<file path="src/rtl/wg_pkg.sv">
// wg_pkg: shared defaults, FSM state enum and ROM word type for the gate-weight fetch sequencer
package wg_pkg;
   localparam int D_WL      = 24;
   localparam int UNITS_NUM = 5;
   localparam int DEPTH     = 156;
   localparam int AW        = 8;
   localparam int RW        = 4;
   typedef enum logic [1:0] {IDLE, RUN, DRAIN, DONE} state_t;
   typedef logic [UNITS_NUM*D_WL-1:0] word_t;
endpackage

</file>
<file path="src/rtl/wg_addr_gen.sv">
// wg_addr_gen: window address counter wrapping end->base, plus pass counter against the repeat count
module wg_addr_gen #(
   parameter int AW = wg_pkg::AW,
   parameter int RW = wg_pkg::RW
) (
   input  logic          clk,
   input  logic          rst_n,
   input  logic          load,
   input  logic          adv,
   input  logic [AW-1:0] base_i,
   input  logic [AW-1:0] end_i,
   input  logic [RW-1:0] rep_i,
   output logic [AW-1:0] addr,
   output logic          at_base,
   output logic          at_end,
   output logic          last_pass
);
   import wg_pkg::*;
   logic [AW-1:0] base_r, end_r;
   logic [RW-1:0] rep_r, pass;
   always_ff @(posedge clk) begin
      if (!rst_n) begin
         base_r <= '0;
         end_r  <= '0;
         rep_r  <= '0;
         pass   <= '0;
         addr   <= '0;
      end else if (load) begin
         base_r <= base_i;
         end_r  <= end_i;
         rep_r  <= rep_i;
         pass   <= '0;
         addr   <= base_i;
      end else if (adv) begin
         addr <= at_end ? base_r : addr + 1'b1;
         if (at_end) pass <= pass + 1'b1;
      end
   end
   assign at_base   = addr == base_r;
   assign at_end    = addr == end_r;
   assign last_pass = pass == rep_r;
endmodule

</file>
<file path="src/rtl/wg_fetch_ctrl.sv">
// wg_fetch_ctrl: gate-weight ROM sequencer streaming one word per cycle; WG_FETCH_PERF_EN adds stall_cnt_o
module wg_fetch_ctrl #(
   parameter int D_WL      = wg_pkg::D_WL,
   parameter int UNITS_NUM = wg_pkg::UNITS_NUM,
   parameter int DEPTH     = wg_pkg::DEPTH,
   parameter int AW        = wg_pkg::AW,
   parameter int RW        = wg_pkg::RW
) (
   input  logic                      clk,
   input  logic                      rst_n,
   input  logic                      start_i,
   input  logic [AW-1:0]             base_i,
   input  logic [AW-1:0]             len_i,
   input  logic [RW-1:0]             rep_i,
   output logic                      busy_o,
   output logic                      done_o,
   output logic                      err_o,
   output logic [AW-1:0]             rom_addr_o,
   input  logic [UNITS_NUM*D_WL-1:0] rom_data_i,
   output logic [UNITS_NUM*D_WL-1:0] w_data_o,
   output logic                      w_valid_o,
   input  logic                      w_ready_i,
   output logic                      w_first_o,
   output logic                      w_last_o
`ifdef WG_FETCH_PERF_EN
   ,output logic [15:0]              stall_cnt_o
`endif
);
   import wg_pkg::*;
   localparam logic [AW:0] DEPTH_W = (AW+1)'(DEPTH);
   state_t state, state_nx;
   logic accept, reject, adv, cmd_ok, at_base, at_end, last_pass;
   logic [AW:0] sum;
   logic [AW-1:0] end_w;
   assign sum    = {1'b0, base_i} + {1'b0, len_i};
   assign end_w  = base_i + len_i - 1'b1;
   assign cmd_ok = len_i != '0 && sum <= DEPTH_W;
   assign done_o = state == DONE;
   always_comb begin
      state_nx = state;
      accept   = 1'b0;
      reject   = 1'b0;
      adv      = 1'b0;
      case (state)
         IDLE: begin
            accept   = start_i && cmd_ok;
            reject   = start_i && !cmd_ok;
            state_nx = accept ? RUN : IDLE;
         end
         RUN: begin
            adv      = !w_valid_o || w_ready_i;
            state_nx = (adv && at_end && last_pass) ? DRAIN : RUN;
         end
         DRAIN:   state_nx = (w_valid_o && w_ready_i) ? DONE : DRAIN;
         DONE:    state_nx = IDLE;
         default: state_nx = IDLE;
      endcase
   end
   always_ff @(posedge clk) begin
      if (!rst_n) state <= IDLE;
      else        state <= state_nx;
   end
   wg_addr_gen #(.AW(AW), .RW(RW)) u_addr (
      .clk       (clk),
      .rst_n     (rst_n),
      .load      (accept),
      .adv       (adv),
      .base_i    (base_i),
      .end_i     (end_w),
      .rep_i     (rep_i),
      .addr      (rom_addr_o),
      .at_base   (at_base),
      .at_end    (at_end),
      .last_pass (last_pass)
   );
   always_ff @(posedge clk) begin
      if (!rst_n) begin
         busy_o    <= 1'b0;
         err_o     <= 1'b0;
         w_data_o  <= '0;
         w_valid_o <= 1'b0;
         w_first_o <= 1'b0;
         w_last_o  <= 1'b0;
      end else begin
         err_o <= reject;
         if (accept)             busy_o <= 1'b1;
         else if (state == DONE) busy_o <= 1'b0;
         if (adv) begin
            w_data_o  <= rom_data_i;
            w_valid_o <= 1'b1;
            w_first_o <= at_base;
            w_last_o  <= at_end && last_pass;
         end else if (state == DRAIN && w_valid_o && w_ready_i) begin
            w_valid_o <= 1'b0;
            w_first_o <= 1'b0;
            w_last_o  <= 1'b0;
         end
      end
   end
`ifdef WG_FETCH_PERF_EN
   always_ff @(posedge clk) begin
      if (!rst_n || accept)                                          stall_cnt_o <= '0;
      else if (w_valid_o && !w_ready_i && stall_cnt_o != 16'hFFFF) stall_cnt_o <= stall_cnt_o + 1'b1;
   end
`endif
endmodule

</file>
<file path="config.mk">
export PLATFORM = sky130hd
export DESIGN_NAME = wg_fetch_ctrl
export DESIGN_NICKNAME = d
export VERILOG_FILES = /design/src/rtl/wg_pkg.sv /design/src/rtl/wg_addr_gen.sv /design/src/rtl/wg_fetch_ctrl.sv
export SDC_FILE = /design/constraint.sdc
export NUM_CORES = 1
export LEC_CHECK = 0
export CAP_MARGIN = 20
export CORE_MARGIN = 2
export CORE_UTILIZATION = 30
export DETAILED_ROUTE_END_ITERATION = 8
export GPL_TIMING_DRIVEN = 0
export HOLD_SLACK_MARGIN = 0.08
export PLACE_DENSITY_LB_ADDON = 0.12
export SYNTH_ARGS = -nofsm -noshare
export SYNTH_HDL_FRONTEND = slang
export SYNTH_SLANG_ARGS = --single-unit
</file>
<file path="constraint.sdc">
create_clock -name clk -period 3.4 [get_ports clk]
set_input_delay 0.34 -clock clk [delete_from_list [all_inputs] [get_ports clk]]
set_output_delay 0.34 -clock clk [all_outputs]
set_load 0.005 [all_outputs]
</file>
# Word level (Yosys, flattened, before mapping)
# Cells that the tools add are included.
# word_totals
ff_bits	159
in_bits	144
out_inout_bits	134
# op_classes
n_addsub	5
magnitude_cmp	1
eq_ne	6
mux	15
bitwise_logic	1
n_reduce_logical	20
# op_table
operator	n
2-to-1 mux 8 bit	3
== test 8 bit	2
2-to-1 mux 1 bit	10
adder 8 x 8 -> 9 bit	1
<= comparator 9 x 8 -> 1 bit, second input constant	1
logical AND 1 bit	9
adder 8 x 1 -> 8 bit, second input constant	1
adder 8 bit	1
case mux 2 bit (4 select lines)	1
nonzero test 8 bit	1
subtractor 8 x 1 -> 8 bit, second input constant	1
nonzero test 2 bit	3
adder 4 x 1 -> 4 bit, second input constant	1
== test 2 bit, second input constant	2
== test 4 bit	1
AND reduction 2 bit	2
== test 2 x 1 -> 1 bit, second input constant	1
zero test 1 bit	2
zero test 2 bit	1
2-to-1 mux 2 bit	1
OR reduction 2 bit	1
logical OR 1 bit	1
inverter 1 bit	1

# Depth between registers and ports, before layout
# Gate-level depths: netlist (run 1).
# depth
word_depth	6
ltp_mapped	13

# Cells and area by module
# A second synthesis (run 1) with hierarchy kept.
# unflattened
hier_cells	851
area_unflattened_um2	7178.1
# by_module_without_submodules
module	instances	cells_per_inst	area_per_inst_um2
wg_fetch_ctrl	1	668	5480.3
wg_addr_gen	1	183	1697.9

# Worst setup path before layout (run 1)
# Ideal clock, no wire load.
# synth_timing
kind	input-to-reg
start	input base_i[0]
end	register u_addr.addr[5]
setup_ns	0.116
arrival_time_ns	2.466
slack_ns	0.818
path_stages	10
cell_sequence	ha_1 fa_1 and3_1 or3_1 a211o_1 o211ai_2 a211oi_4 buf_6 buf_6 o211a_1
# synth_via
elab_chain_len	6
word_cells_on_any_way	7
classes_between	add/sub (1); order compare (1); mux (2); reduce/logical (3)
# synth_rtl
item	line	source
start, declared	wg_fetch_ctrl.sv:12	input logic [AW-1:0] base_i,
adder 8 x 8 -> 9 bit (*)	wg_fetch_ctrl.sv:35	assign sum = {1'b0, base_i} + {1'b0, len_i};
<= comparator 9 x 8 -> 1 bit (*)	wg_fetch_ctrl.sv:37	assign cmd_ok = len_i != '0 && sum <= DEPTH_W;
logical AND 1 bit (*)	wg_fetch_ctrl.sv:37	
logical AND 1 bit (*)	wg_fetch_ctrl.sv:46	accept = start_i && cmd_ok;
2-to-1 mux 1 bit (*)	wg_fetch_ctrl.sv:44	case (state)
2-to-1 mux 8 bit or nonzero test 2 bit (tied branches)	--	
end signal, assigned	wg_addr_gen.sv:33	addr <= base_i;
end signal, assigned	wg_addr_gen.sv:35	addr <= at_end ? base_r : addr + 1'b1;
end, declared	wg_addr_gen.sv:13	output logic [AW-1:0] addr,
# Mark *: on every way between the ends. The rest lies on a longest branch, timed or not.
# A chain may end at the register's enable or synchronous reset.

# Worst setup path after layout (run 1)
# layout_timing
start	input base_i[5]
end	register u_addr.base_r[4]
# layout_via
elab_chain_len	5
# layout_rtl
item	line	source
adder 8 x 8 -> 9 bit	wg_fetch_ctrl.sv:35	
<= comparator 9 x 8 -> 1 bit	wg_fetch_ctrl.sv:37	
logical AND 1 bit	wg_fetch_ctrl.sv:37	
logical AND 1 bit	wg_fetch_ctrl.sv:46	
2-to-1 mux 1 bit	wg_fetch_ctrl.sv:44	
end signal, assigned	wg_addr_gen.sv:29	base_r <= base_i;
end, declared	wg_addr_gen.sv:19	logic [AW-1:0] base_r, end_r;
# No other way between the ends.

==> impl_results.rst, run 1 <==
.. list-table::
   :header-rows: 1

   * - Metric
     - Value
   * - Cell-internal power
     - just under 4 mW
   * - Standard cell core area
     - approximately 23,000 um^2
   * - Cells taking the most area after synthesis
     - sky130_fd_sc_hd__dfxtp_1 (45%), sky130_fd_sc_hd__nand2_1 (14%), sky130_fd_sc_hd__a21boi_0 (13%)
   * - Worst setup EP type
     - register
   * - Worst Clk Skew
     - between 0.009 and 0.01 ns
   * - Post-route ant nets
     - 0
   * - Drt via density
     - approximately 4.4
   * - Sequential share of the synthesized area
     - 44.52%
   * - CP required
     - between 3 and 4 ns
   * - # rows
     - 56
   * - H-tree depth reported by CTS
     - 4
   * - Proportion of synthesized area in mux cells
     - 2.660%
   * - Share of power burned in combinational logic
     - between 20% and 30%
   * - Vias after detailed routing
     - 6,517
   * - Gate count after technology mapping
     - 854
   * - Average instance area after synthesis
     - between 8 and 9 um^2
   * - Number of cells upsized or downsized after cts
     - 0
   * - Input/output buffers
     - about 280
   * - Number of max-slew violations in the final report
     - 0
   * - Relative contribution of the clock network to total power
     - 33.0%
   * - Number of detailed-routing iterations run before antenna repair
     - 4
   * - Die Ht
     - 158.4 um
   * - Detailed-placement wirelength estimate
     - 16.57 mm
   * - Maximum number of pins on one net before global-route repair
     - 17
   * - Relative slew slack
     - ~46%
   * - Hold Fails Final Rpt
     - 0
   * - Routed Wire Length
     - about 22 mm
   * - Switching power
     - about 1.8 mW
   * - Startpoint type of the worst setup path
     - input pin
   * - Postcts setup bufs
     - 0
   * - Switching share of power
     - 31.28%
   * - Vias in the first global route
     - between 6,000 and 7,000
   * - Synth cell types
     - 45
   * - Power density over the cells
     - around 510 nW/um^2
   * - Root buffer cell
     - sky130_fd_sc_hd__clkbuf_16
   * - Clk pin slew, worst setup/hold paths
     - around 0.070 ns
   * - Clock buffer count from CTS
     - 17
   * - Final-report setup violation count
     - 0
   * - # fillers
     - 2,410
   * - Number of register bits inferred by synthesis
     - ~160
   * - Fraction of registers with async set/reset
     - 0%
   * - Class of the worst hold path
     - in2reg
   * - Cts-stage hold buffer count
     - 0
   * - Commonest register cell after synthesis
     - sky130_fd_sc_hd__dfxtp_1
   * - Ports
     - around 280
   * - Post-layout net count
     - around 1,300
   * - Share of the core filled with cells
     - around 46%
   * - Worst-case hold slack
     - 0.3160 ns
   * - Drt drc
     - 0
   * - Static leakage power
     - around 4 nW
   * - Share of synthesized cell area in and, or, nand and nor gates
     - around a fifth
   * - Dominant combinational cell family by area after synthesis
     - simple AND/OR/NAND/NOR gates
   * - Number of enable flip-flop cells after synthesis
     - 0
   * - Highest-utilization routing layer at the global route stage
     - met2
   * - Wire length of the first global-routing pass
     - 33.58 mm
   * - Fmax
     - 339.3 MHz
   * - Worst IR drop on VDD
     - between 0.2 and 0.3 mV
   * - M1 GR Usage
     - a little over a fifth
   * - Largest buffer count on any clock path
     - 2
   * - Dominant cell type by area after synthesis
     - sky130_fd_sc_hd__dfxtp_1
   * - Horiz. Die Dim
     - about 160 um
   * - Sum of overflow across all layers after global routing
     - 0
   * - Class of the most critical setup path
     - in2reg
   * - Data arrival time of the critical path
     - approximately 3.3 ns
   * - Syn Std Cell Area
     - just over 7000 um^2
   * - Weighted congestion reported at the end of routability-driven placement
     - about 0.8
   * - Total of max-cap violations
     - 0
   * - Share of power burned in registers
     - 39.2%
   * - Unrepaired setup endpoints after global routing
     - false
   * - Relative area change from synthesis to final layout
     - 52.07%
   * - Skew-Pair Late Insertion Delay
     - ~0.42 ns
   * - CTS tree
     - done
   * - Largest fanout of any net on the critical path
     - 10
   * - Run status
     - complete, no violations
   * - Number of nets produced by synthesis
     - about 1,000
   * - Cell types with the highest counts after synthesis
     - sky130_fd_sc_hd__nand2_1 (268), sky130_fd_sc_hd__dfxtp_1 (159), sky130_fd_sc_hd__a21boi_0 (124)
   * - Antenna Cells
     - 0
   * - TritonCTS Sinks
     - approximately 160
   * - Initial Util
     - 30.55%
   * - Xor and xnor fraction of the mapped netlist area
     - under 10%
   * - Number of warning messages in the yosys log
     - 0
   * - Final cycle utilization of the critical path
     - a little under 90%
   * - Routed wirelength normalized by instance count
     - between 10 and 15 um
   * - Full die area
     - 25,080 um^2
   * - Compound-Gate Fraction of Synth Area
     - just under 20%
   * - Pin slew with the least headroom to its limit
     - between 0.8 and 0.9 ns
   * - Share of layout cells above drive strength 1
     - around 3.4%
   * - Final Critical Period
     - about 3 ns
   * - Most used standard cell by instance count after synthesis
     - sky130_fd_sc_hd__nand2_1
   * - Initial antenna violation count
     - 0
   * - Met3 GRT Util
     - ~7.4%
   * - All-layer global routing usage
     - 17.32%
   * - Fraction of post-synthesis cell area in the top cell type by area
     - ~45%
   * - Global routing met2 resource utilization
     - a little over a quarter
   * - Final-layout setup total negative slack
     - 0 ns
   * - Initial DRC Count
     - 298
   * - Synthesized-area fraction occupied by adder cells
     - 4.585%
-- routing by layer --
metal  up-vias  share of wire (%)
li1       3386                  -
met1      2911                 46
met2       205                 43
met3        15                9.6
met4         0                1.2
met5         -                  0
-- kinds of logic (layout without fill, tap and decap cells) --
group / after synthesis / in the layout
AOI/OAI and AO/OA: 190 / 190
adders and majority gates: 25 / 25
buffers and inverters: 88 / 396
muxes: 19 / 19
DFF: 159 / 159
and+or+nand+nor: 339 / 339
xor gates and xnor gates: 34 / 34
-- worst max-delay path, cell delays in order --
cell	delay [ns]
sky130_fd_sc_hd__clkdlybuf4s50_1	0.52
sky130_fd_sc_hd__inv_1	0.08
sky130_fd_sc_hd__ha_1	0.37
sky130_fd_sc_hd__a21oi_2	0.19
sky130_fd_sc_hd__nand2_1	0.14
sky130_fd_sc_hd__a221o_1	0.31
sky130_fd_sc_hd__a211o_1	0.31
sky130_fd_sc_hd__a211oi_4	0.45
sky130_fd_sc_hd__buf_6	0.25
sky130_fd_sc_hd__mux2i_1	0.22
sky130_fd_sc_hd__nor2b_1	0.06
-- final timing paths --
path	from	slack [ns]	to	cells after the start
setup / recovery	base_i[5]	0.45	u_addr.base_r[4]	11
hold / removal	rst_n	0.32	w_data_o[79]	2
setup reg to reg	state[0]	0.62	w_data_o[98]	6
hold reg to reg	w_data_o[106]	0.46	w_data_o[106]	2
-- cells in the final DEF (no fill, tap or decap), types with 3 or more instances in the layout --
cell                              count
sky130_fd_sc_hd__clkdlybuf4s50_1    276
sky130_fd_sc_hd__nand2_1            268
sky130_fd_sc_hd__dfxtp_1            159
sky130_fd_sc_hd__a21boi_0           124
sky130_fd_sc_hd__clkbuf_1            45
sky130_fd_sc_hd__inv_1               35
sky130_fd_sc_hd__ha_1                23
sky130_fd_sc_hd__xnor2_1             22
sky130_fd_sc_hd__nor2b_1             19
sky130_fd_sc_hd__mux2i_1             19
sky130_fd_sc_hd__a21oi_1             17
sky130_fd_sc_hd__clkbuf_16           17
sky130_fd_sc_hd__nor2_1              16
sky130_fd_sc_hd__o21ai_0             14
sky130_fd_sc_hd__xor2_1              12
sky130_fd_sc_hd__inv_6                7
sky130_fd_sc_hd__nand3_1              6
sky130_fd_sc_hd__o211a_1              6
sky130_fd_sc_hd__buf_1                5
sky130_fd_sc_hd__nor3_1               5
sky130_fd_sc_hd__nor4_1               5
sky130_fd_sc_hd__a211o_1              5
sky130_fd_sc_hd__and3_1               5
sky130_fd_sc_hd__nand4_1              5
sky130_fd_sc_hd__nand2b_1             4
sky130_fd_sc_hd__a21boi_1             3
sky130_fd_sc_hd__o21a_1               3
sky130_fd_sc_hd__a21o_1               3
sky130_fd_sc_hd__buf_6                3
sky130_fd_sc_hd__clkinv_4             3
-- power groups by stage --
| stage | combinational (mW) | sequential [mW] | clock (mW) |
|---|---|---|---|
| 4_1_cts | 1.57 | 2.20 | 1.92 |
| 3_3_place_gp | 1.57 | 2.23 | 0 |
| 6_report | 1.55 | 2.20 | 1.85 |
| 5_1_grt | 1.74 | 2.22 | 1.99 |
| 3_5_place_dp | 1.57 | 2.24 | 0 |
| 2_1_floorplan | 0.775 | 2.23 | 0 |
-- registers in the layout, indices dropped and copies added (netlist names), named ones only --
signal         count
busy_o             1
err_o              1
state              1
u_addr.addr        8
u_addr.base_r      8
u_addr.end_r       8
u_addr.pass        4
u_addr.rep_r       4
w_data_o         120
w_first_o          1
w_last_o           1
w_valid_o          1
-- layout make-up --
cell class | instances | area (um^2) | share of cell area, %
buffer | 53 | 225.2 | 2.072
clock buffer | 19 | 442.9 | 4.074
clock inverter | 13 | 117.6 | 1.082
inverter | 35 | 131.4 | 1.208
multi-input combinational | 607 | 3610 | 33.20
sequential | 159 | 3183 | 29.28
tap | 319 | 399.1 | 3.671
timing repair buffer | 276 | 2763 | 25.41
-- metrics by stage --
step	area (um^2)	std cells	setup slack (ns)	power [mW]
after floorplan	7149	854	0.8180	3.009
after global placement	10310	1449	0.02592	3.802
after detailed placement	10310	1449	0.01109	3.805
after CTS	10870	1481	0.4576	5.692
after global routing	10870	1481	0.2568	5.945
final	10870	1481	0.4524	5.598
Note: power is estimated with default switching activity, not from simulation.
==> run 2, diff against run 1 <==
--- a/config.mk
+++ b/config.mk
@@ -14,4 +14,5 @@
 export PLACE_DENSITY_LB_ADDON = 0.12
 export SYNTH_ARGS = -nofsm -noshare
 export SYNTH_HDL_FRONTEND = slang
+export SYNTH_HIERARCHICAL = 1
 export SYNTH_SLANG_ARGS = --single-unit
==> run 2 against run 1 <==
  * Die area is 0.39% higher
  * Worst setup slack lost 0.23 ns
  * Register-to-register slack got worse by 0.15 ns
  * Utilization up 0.30 points
  * Hold slack gained 0.14 ns
  * Sequential power about the same
==> impl_results.rst, run 2 <==
.. list-table::
   :header-rows: 1

   * - Metric
     - Value
   * - Run status
     - complete, no violations
   * - Cell types with the highest counts after synthesis
     - sky130_fd_sc_hd__nand2_1 (257), sky130_fd_sc_hd__dfxtp_1 (159), sky130_fd_sc_hd__a21boi_0 (122)
   * - Drt via density
     - 4.444 (+0.98%)
   * - Largest buffer count on any clock path
     - 2 (unchanged)
   * - Register with the most flip-flops
     - w_data_o
   * - Standard cell core area
     - 23,470 um^2 (+0.30%)
   * - Total of max-cap violations
     - 0 (unchanged)
   * - Max FFs per register
     - 120 (unchanged)
   * - Final cycle utilization of the critical path
     - 93.48% (+6.8 points)
   * - Worst-case hold slack
     - 0.4600 ns (+0.1440 ns)
   * - Share of layout cells above drive strength 1
     - 5.172% (+1.8 points)
   * - Dominant cell type by area after synthesis
     - sky130_fd_sc_hd__dfxtp_1
   * - Initial DRC Count
     - 259 (-13%)
   * - Proportion of synthesized area in mux cells
     - 3.486% (+0.83 points)
   * - Switching power
     - 1.785 mW (+2.0%)
   * - Fmax
     - 314.6 MHz (-7.3%)
   * - Ports
     - 278 (unchanged)
   * - Maximum number of pins on one net before global-route repair
     - 17 (unchanged)
   * - Cts-stage hold buffer count
     - 0 (unchanged)
   * - Postcts setup bufs
     - 0 (unchanged)
   * - Critical-path top delay cell
     - sky130_fd_sc_hd__clkdlybuf4s50_1
   * - Share of the core filled with cells
     - 46.75% (+0.30 points)
   * - Placed Cells
     - 1,447 (-0.14%)
   * - Most used cells in the layout excluding fill and tap cells
     - sky130_fd_sc_hd__clkdlybuf4s50_1 (277), sky130_fd_sc_hd__nand2_1 (257), sky130_fd_sc_hd__dfxtp_1 (159), sky130_fd_sc_hd__a21boi_0 (122)
   * - H-tree depth reported by CTS
     - 4 (unchanged)
   * - Final setup margin
     - 0.2215 ns (-0.2309 ns)
   * - Number of enable flip-flop cells after synthesis
     - 0 (unchanged)
   * - Worst setup EP type
     - register
   * - Synth cell types
     - 50 (+11%)
   * - Sum of overflow across all layers after global routing
     - 0 (unchanged)
   * - Clock buffer count from CTS
     - 17 (unchanged)
   * - TritonCTS Sinks
     - 159 (unchanged)
   * - Input/output buffers
     - 277 (+0.36%)
   * - Number of max-slew violations in the final report
     - 0 (unchanged)
   * - Number of register bits inferred by synthesis
     - 159 (unchanged)
   * - Full die area
     - 25,180 um^2 (+0.39%)
   * - Clk pin slew, worst setup/hold paths
     - 0.07 ns (about the same)
   * - Data arrival time of the critical path
     - 3.50 ns (+0.24 ns)
   * - CP required
     - 3.72 ns (about the same)
   * - Routed Wire Length
     - 23.04 mm (+4.9%)
   * - Gate count after technology mapping
     - 851 (-0.35%)
   * - Detailed-placement wirelength estimate
     - 17.79 mm (+7.3%)
   * - Switching share of power
     - 30.86% (-0.42 points)
   * - Final-report setup violation count
     - 0 (unchanged)
   * - Die Ht
     - 158.7 um (+0.20%)
   * - Largest fanout of any net on the critical path
     - 10 (unchanged)
   * - Worst slack at placement
     - -0.8446 ns (-0.8557 ns)
   * - Relative area change from synthesis to final layout
     - 52.89%
   * - Syn Std Cell Area
     - 7178 um^2 (+0.40%)
   * - Power density over the cells
     - 527.2 nW/um^2 (+2.4%)
   * - Fraction of post-synthesis cell area in the top cell type by area
     - 44.34% (-0.18 points)
   * - Antenna Cells
     - 0 (unchanged)
   * - Post-route ant nets
     - 0 (unchanged)
   * - Initial antenna violation count
     - 0 (unchanged)
   * - Initial Util
     - 30.58% (+0.031 points)
   * - Most used standard cell by instance count after synthesis
     - sky130_fd_sc_hd__nand2_1
   * - Static leakage power
     - 4.027 nW (+0.23%)
   * - Skew-Pair Late Insertion Delay
     - 0.43 ns (about the same)
   * - Xor and xnor fraction of the mapped netlist area
     - 4.026% (-0.14 points)
   * - Share of synthesized cell area in and, or, nand and nor gates
     - 20.20% (+0.64 points)
   * - Dpl cell area
     - 10,350 um^2 (+0.38%)
   * - # rows
     - 56 (unchanged)
   * - Cell-internal power
     - 4.000 mW (+4.0%)
   * - Post-layout net count
     - 1,316 (-0.15%)
   * - Fraction of registers with async set/reset
     - 0% (unchanged)
   * - Sequential share of the synthesized area
     - 44.34% (-0.18 points)
   * - Worst IR drop on VDD
     - 0.2604 mV (-5.6%)
   * - Vias after detailed routing
     - 6,572 (+0.84%)
   * - Number of standard cells in the layout, taps in and fillers out
     - 1,479 (-0.14%)
   * - Cell family with most CP delay
     - buffers and inverters
   * - Horiz. Die Dim
     - 158.7 um (+0.20%)
   * - Post-route standard cell area excluding fillers
     - 10,970 um^2 (+0.94%)
   * - Drt drc
     - 0 (unchanged)
   * - Synthesized-area fraction occupied by adder cells
     - 4.567% (-0.018 points)
   * - Pin slew with the least headroom to its limit
     - 0.6913 ns (-0.1238 ns)
   * - Crit path buffers/inverters
     - 5 (+2)
   * - Compound-Gate Fraction of Synth Area
     - 18.41% (-1.1 points)
   * - Critical path, cell by cell
     - clkdlybuf4s50_1 > inv_1 > ha_1 > inv_2 > a311o_1 > a311oi_2 > o211ai_1 > a21oi_2 > buf_4 > clkbuf_4 > mux2i_1 > nor2b_1
   * - CTS tree
     - done
   * - Class of the most critical setup path
     - in2reg
   * - Commonest non-fill, non-tap cell in the layout
     - sky130_fd_sc_hd__clkdlybuf4s50_1
   * - Class of the worst hold path
     - reg2reg
   * - Hold Fails Final Rpt
     - 0 (unchanged)
   * - All-layer global routing usage
     - 18.33% (+1.0 points)
   * - Unrepaired setup endpoints after global routing
     - false
   * - Root buffer cell
     - sky130_fd_sc_hd__clkbuf_16
   * - Average instance area after synthesis
     - 8.435 um^2 (+0.76%)
   * - Number of nets produced by synthesis
     - 1,020 (-0.29%)
   * - Startpoint type of the worst setup path
     - input pin
   * - Commonest register cell after synthesis
     - sky130_fd_sc_hd__dfxtp_1
   * - Number of detailed-routing iterations run before antenna repair
     - 4 (unchanged)
   * - Relative contribution of the clock network to total power
     - 33.8% (+0.8 points)
   * - Dominant combinational cell family by area after synthesis
     - simple AND/OR/NAND/NOR gates
   * - Vias in the first global route
     - 6,398 (+2.7%)
   * - Final Critical Period
     - 3.178 ns (+0.2309 ns)
   * - Relative slew slack
     - 53.91% (+8.3 points)
   * - Wire length of the first global-routing pass
     - 35.30 mm (+5.1%)
   * - Stage delay of the slowest cell on the critical path
     - 0.60 ns (+0.08 ns)
   * - Share of power burned in combinational logic
     - 28.2% (+0.5 points)
   * - Weighted congestion reported at the end of routability-driven placement
     - 0.8076 (+0.84%)
   * - Share of power burned in registers
     - 38.0% (-1.2 points)
   * - Cells taking the most area after synthesis
     - sky130_fd_sc_hd__dfxtp_1 (44%), sky130_fd_sc_hd__nand2_1 (13%), sky130_fd_sc_hd__a21boi_0 (13%)
   * - Routed wirelength normalized by instance count
     - 15.58 um (+5.0%)
   * - Worst Clk Skew
     - 0.01229 ns (+0.002506 ns)
   * - Number of warning messages in the yosys log
     - 6 (+6)
run 2: per-layer routing:
metal / vias up / wire length [um] / track usage, %
li1: 3404 / - / -
met4: 0 / 575 / 6.607
met2: 217 / 10370 / 29.66
met1: 2922 / 9955 / 22.28
met3: 29 / 2140 / 6.832
met5: - / 0 / 0
run 2: final cells by class:
type | count | area [um^2]
plain buffers | 53 | 224.0
clock buffers | 18 | 429.2
clock inverters | 14 | 173.9
fillers | 2355 | 12500
inverters | 38 | 142.6
multi-input cells | 601 | 3650
flip-flops and latches | 159 | 3183
well taps | 319 | 399.1
repair buffers | 277 | 2773
run 2: per-stage QoR:
step | TNS [ns] | power, mW
detailed placement | -16.79 | 3.886
global placement | -15.34 | 3.880
global route | 0 | 6.154
CTS | 0 | 5.880
floorplan | 0 | 3.061
finish | 0 | 5.785
run 2: worst paths after layout:
check / endpoint / depth (start not counted) / slack, ns / startpoint
hold / removal: w_data_o[84] / 2 / 0.46 / w_data_o[84]
setup / recovery: u_addr/base_r[2] / 12 / 0.22 / base_i[5]
setup reg to reg: u_addr/addr[7] / 8 / 0.47 / state[0]
hold reg to reg: w_data_o[84] / 2 / 0.46 / w_data_o[84]
run 2: repair_timing:
item                       CTS  global route
setup endpoints to repair   21            21
pin swaps                    0             1
resized for setup            2             8
run 2: worst min-delay path: cells and delay by family (launching register included):
| kind | cells | cell delay (ns) |
|---|---|---|
| flip-flops | 1 | 0.31 |
| AO/OA/AOI/OAI | 1 | 0.06 |
| AND/OR/NAND/NOR | 1 | 0.04 |
run 2: kinds of logic after synthesis:
family,Yosys count
multiplexers,25
flip-flops,159
buffers and inverters,91
AND/OR/NAND/NOR,337
adder cells (fa/ha/maj),25
AO/OA/AOI/OAI,181
XOR/XNOR,33
run 2: power by group through the flow:
stage	logic [mW]	clock network, mW	registers (mW)
5_1_grt	1.82	2.10	2.23
3_3_place_gp	1.64	0	2.24
3_5_place_dp	1.64	0	2.25
4_1_cts	1.65	2.02	2.20
2_1_floorplan	0.821	0	2.24
6_report	1.63	1.96	2.20
==> run 3, diff against run 2 <==
--- a/config.mk
+++ b/config.mk
@@ -5,6 +5,7 @@
 export SDC_FILE = /design/constraint.sdc
 export NUM_CORES = 1
 export LEC_CHECK = 0
+export ABC_AREA = 1
 export CAP_MARGIN = 20
 export CORE_MARGIN = 2
 export CORE_UTILIZATION = 30
==> run 3 against run 2 <==
  * Die area shrank 2.0%
  * Clock skew shrank 0.0011 ns
  * First-iteration DRC count grew 65%
  * Global-route usage grew 0.22 points
  * Fmax grew 2.9%
  * Critical endpoint is now u_addr/addr[4]
  * Largest cell class unchanged
==> impl_results.rst, run 3 <==
.. list-table::
   :header-rows: 1

   * - Metric
     - Value
   * - Largest buffer count on any clock path
     - 2 (unchanged)
   * - Data arrival time of the critical path
     - 3.45 ns (-0.05 ns)
   * - Root buffer cell
     - sky130_fd_sc_hd__clkbuf_16
   * - Worst IR drop on VDD
     - 0.2996 mV (+15%)
   * - Initial Util
     - 30.22% (-0.36 points)
   * - Share of layout cells above drive strength 1
     - 7.375% (+2.2 points)
   * - CTS tree
     - done
   * - Met3 GRT Util
     - 5.534% (-1.3 points)
   * - Post-route ant nets
     - 0 (unchanged)
   * - Power density over the cells
     - 560.3 nW/um^2 (+6.3%)
   * - Final-report setup violation count
     - 0 (unchanged)
   * - Ports
     - 278 (unchanged)
   * - Number of standard cells in the layout, taps in and fillers out
     - 1,581 (+6.9%)
   * - Post-layout net count
     - 1,417 (+7.7%)
   * - Setup slack on the worst flop-to-flop path
     - 1.36 ns (+0.89 ns)
   * - Startpoint type of the worst setup path
     - input pin
   * - Register with the most flip-flops
     - w_data_o
   * - Hold Fails Final Rpt
     - 0 (unchanged)
   * - Start point of the critical path
     - base_i[0]
   * - Skew-Pair Late Insertion Delay
     - 0.43 ns (about the same)
   * - Critical path endpoint
     - u_addr/addr[4]
   * - Multi-input gate area in the final layout
     - 3299 um^2 (-9.6%)
   * - Number of detailed-routing iterations run before antenna repair
     - 5 (+1)
   * - Weighted congestion reported at the end of routability-driven placement
     - 0.8283 (+2.6%)
   * - Cells taking the most area after synthesis
     - sky130_fd_sc_hd__dfxtp_1 (45%), sky130_fd_sc_hd__nor2_1 (15%), sky130_fd_sc_hd__o21ai_0 (10%)
   * - Die Ht
     - 157.1 um (-1.0%)
   * - Highest-utilization routing layer at the global route stage
     - met2
   * - Total of max-cap violations
     - 0 (unchanged)
   * - Launching point of the worst reg2reg path
     - w_valid_o
   * - Horiz. Die Dim
     - 157.1 um (-1.0%)
   * - Clock buffer count from CTS
     - 17 (unchanged)
   * - Class of the worst hold path
     - reg2reg
   * - Initial antenna violation count
     - 1 (+1)
   * - Share of power burned in registers
     - 37.8% (-0.2 points)
   * - Routed Wire Length
     - 23.33 mm (+1.2%)
   * - Vias in the first global route
     - 6,351 (-0.73%)
   * - Largest fanout of any net on the critical path
     - 10 (unchanged)
   * - Switching share of power
     - 31.78% (+0.92 points)
   * - Register area
     - 3183 um^2 (unchanged)
   * - Most used cells in the layout excluding fill and tap cells
     - sky130_fd_sc_hd__nor2_1 (281), sky130_fd_sc_hd__clkdlybuf4s50_1 (277), sky130_fd_sc_hd__dfxtp_1 (159), sky130_fd_sc_hd__o21ai_0 (142), sky130_fd_sc_hd__nand2_1 (81)
   * - Logic depth of the worst register-to-register path
     - 10 (+2)
   * - Clk pin slew, worst setup/hold paths
     - 0.06 ns (about the same)
   * - Unrepaired setup endpoints after global routing
     - false
   * - Initial DRC Count
     - 427 (+65%)
   * - Share of the core filled with cells
     - 46.42% (-0.33 points)
   * - Number of max-slew violations in the final report
     - 0 (unchanged)
   * - Run status
     - complete, no violations
   * - Cts-stage hold buffer count
     - 0 (unchanged)
   * - Final cycle utilization of the critical path
     - 90.88% (-2.6 points)
   * - Global routing met2 resource utilization
     - 30.28% (+0.62 points)
   * - Worst Clk Skew
     - 0.01117 ns (-0.001123 ns)
   * - Detailed-placement wirelength estimate
     - 17.93 mm (+0.79%)
   * - Vias after detailed routing
     - 7,016 (+6.8%)
   * - Dpl cell area
     - 10,200 um^2 (-1.4%)
   * - Post-route standard cell area excluding fillers
     - 10,800 um^2 (-1.6%)
   * - Maximum number of pins on one net before global-route repair
     - 17 (unchanged)
   * - Dominant cell type by area after synthesis
     - sky130_fd_sc_hd__dfxtp_1
   * - Number of register bits inferred by synthesis
     - 159 (unchanged)
   * - Synth cell types
     - 38 (-24%)
   * - # rows
     - 56 (unchanged)
   * - Drt via density
     - 4.438 (-0.13%)
   * - Commonest register cell after synthesis
     - sky130_fd_sc_hd__dfxtp_1
   * - # fillers
     - 2,426 (+3.0%)
   * - Static leakage power
     - 4.353 nW (+8.1%)
   * - Full die area
     - 24,670 um^2 (-2.0%)
   * - Relative contribution of the clock network to total power
     - 32.1% (-1.7 points)
   * - Cell types with the highest counts after synthesis
     - sky130_fd_sc_hd__nor2_1 (282), sky130_fd_sc_hd__dfxtp_1 (159), sky130_fd_sc_hd__o21ai_0 (142)
   * - Share of power burned in combinational logic
     - 30.1% (+1.9 points)
   * - TritonCTS Sinks
     - 159 (unchanged)
   * - Worst setup EP type
     - register
   * - Relative slew slack
     - 65.15% (+11 points)
   * - Standard cell core area
     - 23,260 um^2 (-0.90%)
   * - Fmax
     - 323.6 MHz (+2.9%)
   * - Number of warning messages in the yosys log
     - 6 (unchanged)
   * - Fraction of registers with async set/reset
     - 0% (unchanged)
   * - Input/output buffers
     - 277 (unchanged)
   * - Cell-internal power
     - 4.128 mW (+3.2%)
   * - Relative area change from synthesis to final layout
     - 53.63%
   * - Final Critical Period
     - 3.090 ns (-0.08857 ns)
   * - Sum of overflow across all layers after global routing
     - 0 (unchanged)
   * - Max FFs per register
     - 120 (unchanged)
   * - Most used standard cell by instance count after synthesis
     - sky130_fd_sc_hd__nor2_1
   * - R2r endpoint
     - u_addr/addr[3]
   * - Average instance area after synthesis
     - 7.384 um^2 (-12%)
   * - Switching power
     - 1.923 mW (+7.7%)
   * - Number of enable flip-flop cells after synthesis
     - 0 (unchanged)
   * - Routed wirelength normalized by instance count
     - 14.76 um (-5.3%)
   * - Class of the most critical setup path
     - in2reg
   * - Commonest non-fill, non-tap cell in the layout
     - sky130_fd_sc_hd__nor2_1
   * - H-tree depth reported by CTS
     - 4 (unchanged)
   * - Wire length of the first global-routing pass
     - 35.16 mm (-0.39%)
   * - Number of nets produced by synthesis
     - 1,121 (+9.9%)
   * - Gate count after technology mapping
     - 952 (+12%)
   * - Drt drc
     - 0 (unchanged)
   * - M1 GR Usage
     - 23.62% (+1.3 points)
   * - Pin slew with the least headroom to its limit
     - 0.5228 ns (-0.1685 ns)
   * - Fraction of post-synthesis cell area in the top cell type by area
     - 45.28% (+0.94 points)
   * - CP required
     - 3.76 ns (+0.04 ns)
   * - All-layer global routing usage
     - 18.56% (+0.22 points)
   * - Sequential share of the synthesized area
     - 45.28% (+0.94 points)
   * - Placed Cells
     - 1,548 (+7.0%)
   * - Syn Std Cell Area
     - 7029 um^2 (-2.1%)
[run 3: worst min-delay path by stage]
stage | from | endpoint | slack (ns) | cells after the start
finish | w_first_o | w_first_o | 0.46 | 2
global route | w_first_o | w_first_o | 0.49 | 2
CTS | w_first_o | w_first_o | 0.47 | 2
detailed placement | w_first_o | w_first_o | 0.46 | 2
global placement | w_first_o | w_first_o | 0.45 | 2
floorplan | u_addr/end_r[0] | u_addr/end_r[0] | 0.45 | 2
[run 3: stage by stage]
stage	power [mW]	hold WS (ns)	setup slack (ns)	setup TNS [ns]
after floorplan	3.237	0.4476	0.9071	0
after global placement	4.149	0.4514	-0.1837	-2.135
after CTS	6.131	0.4710	0.2724	0
after detailed placement	4.164	0.4612	-0.1681	-1.840
after global routing	6.420	0.4937	0.04296	0
final	6.050	0.4630	0.3101	0
[run 3: final cells by class]
| class | count | share of cell area, % |
|---|---|---|
| Antenna cell | 1 | 0.02317 |
| Buffer | 49 | 2.433 |
| Clock buffer | 19 | 4.194 |
| Clock inverter | 13 | 1.298 |
| Inverter | 76 | 2.653 |
| Multi-Input combinational cell | 668 | 30.55 |
| Sequential cell | 159 | 29.48 |
| Tap cell | 319 | 3.696 |
| Timing Repair Buffer | 277 | 25.67 |
[run 3: power groups by stage]
stage               combinational (mW)  clock [mW]  sequential (mW)
floorplan                        0.907           0             2.33
global placement                  1.83           0             2.32
detailed placement                1.83           0             2.33
CTS                               1.84        2.00             2.29
global route                      2.04        2.06             2.32
finish                            1.82        1.94             2.29
[run 3: logic make-up after synthesis]
group                    Yosys count  synth area share (%)
AO/OA/AOI/OAI                    191                 13.90
buffers and inverters            125                 7.814
AND/OR/NAND/NOR                  429                 25.36
flip-flops                       159                 45.28
XOR/XNOR                          23                 2.973
adder cells (fa/ha/maj)           25                 4.664
[run 3: worst max-delay path, cell delays in order]
cell and delay (ns):
sky130_fd_sc_hd__clkdlybuf4s50_1 0.51, sky130_fd_sc_hd__ha_1 0.29, sky130_fd_sc_hd__fa_1 0.38, sky130_fd_sc_hd__nand2_1 0.10, sky130_fd_sc_hd__nand2_2 0.09, sky130_fd_sc_hd__nand3_1 0.09
sky130_fd_sc_hd__o211ai_1 0.09, sky130_fd_sc_hd__a21oi_1 0.25, sky130_fd_sc_hd__nand3_2 0.15, sky130_fd_sc_hd__inv_1 0.07, sky130_fd_sc_hd__buf_2 0.21, sky130_fd_sc_hd__clkbuf_1 0.44
sky130_fd_sc_hd__nand2_1 0.15, sky130_fd_sc_hd__nand3_1 0.14, sky130_fd_sc_hd__nor2_1 0.05, sky130_fd_sc_hd__nor2_1 0.09
[run 3: what timing repair did]
| item | CTS | global route |
|---|---|---|
| gates resized for setup | 0 | 1 |
| buffers inserted | 0 | 0 |
| endpoints found under the hold margin | 0 | 0 |
| endpoints found under the setup margin | 0 | 6 |
[run 3: metal layers]
| metal | wire, um | share of wire, % | vias to the layer above |
|---|---|---|---|
| li1 | - | - | 3635 |
| met1 | 10360 | 44 | 3130 |
| met2 | 10840 | 46 | 233 |
| met3 | 1831 | 7.8 | 18 |
| met4 | 301 | 1.3 | 0 |
| met5 | 0 | 0 | - |
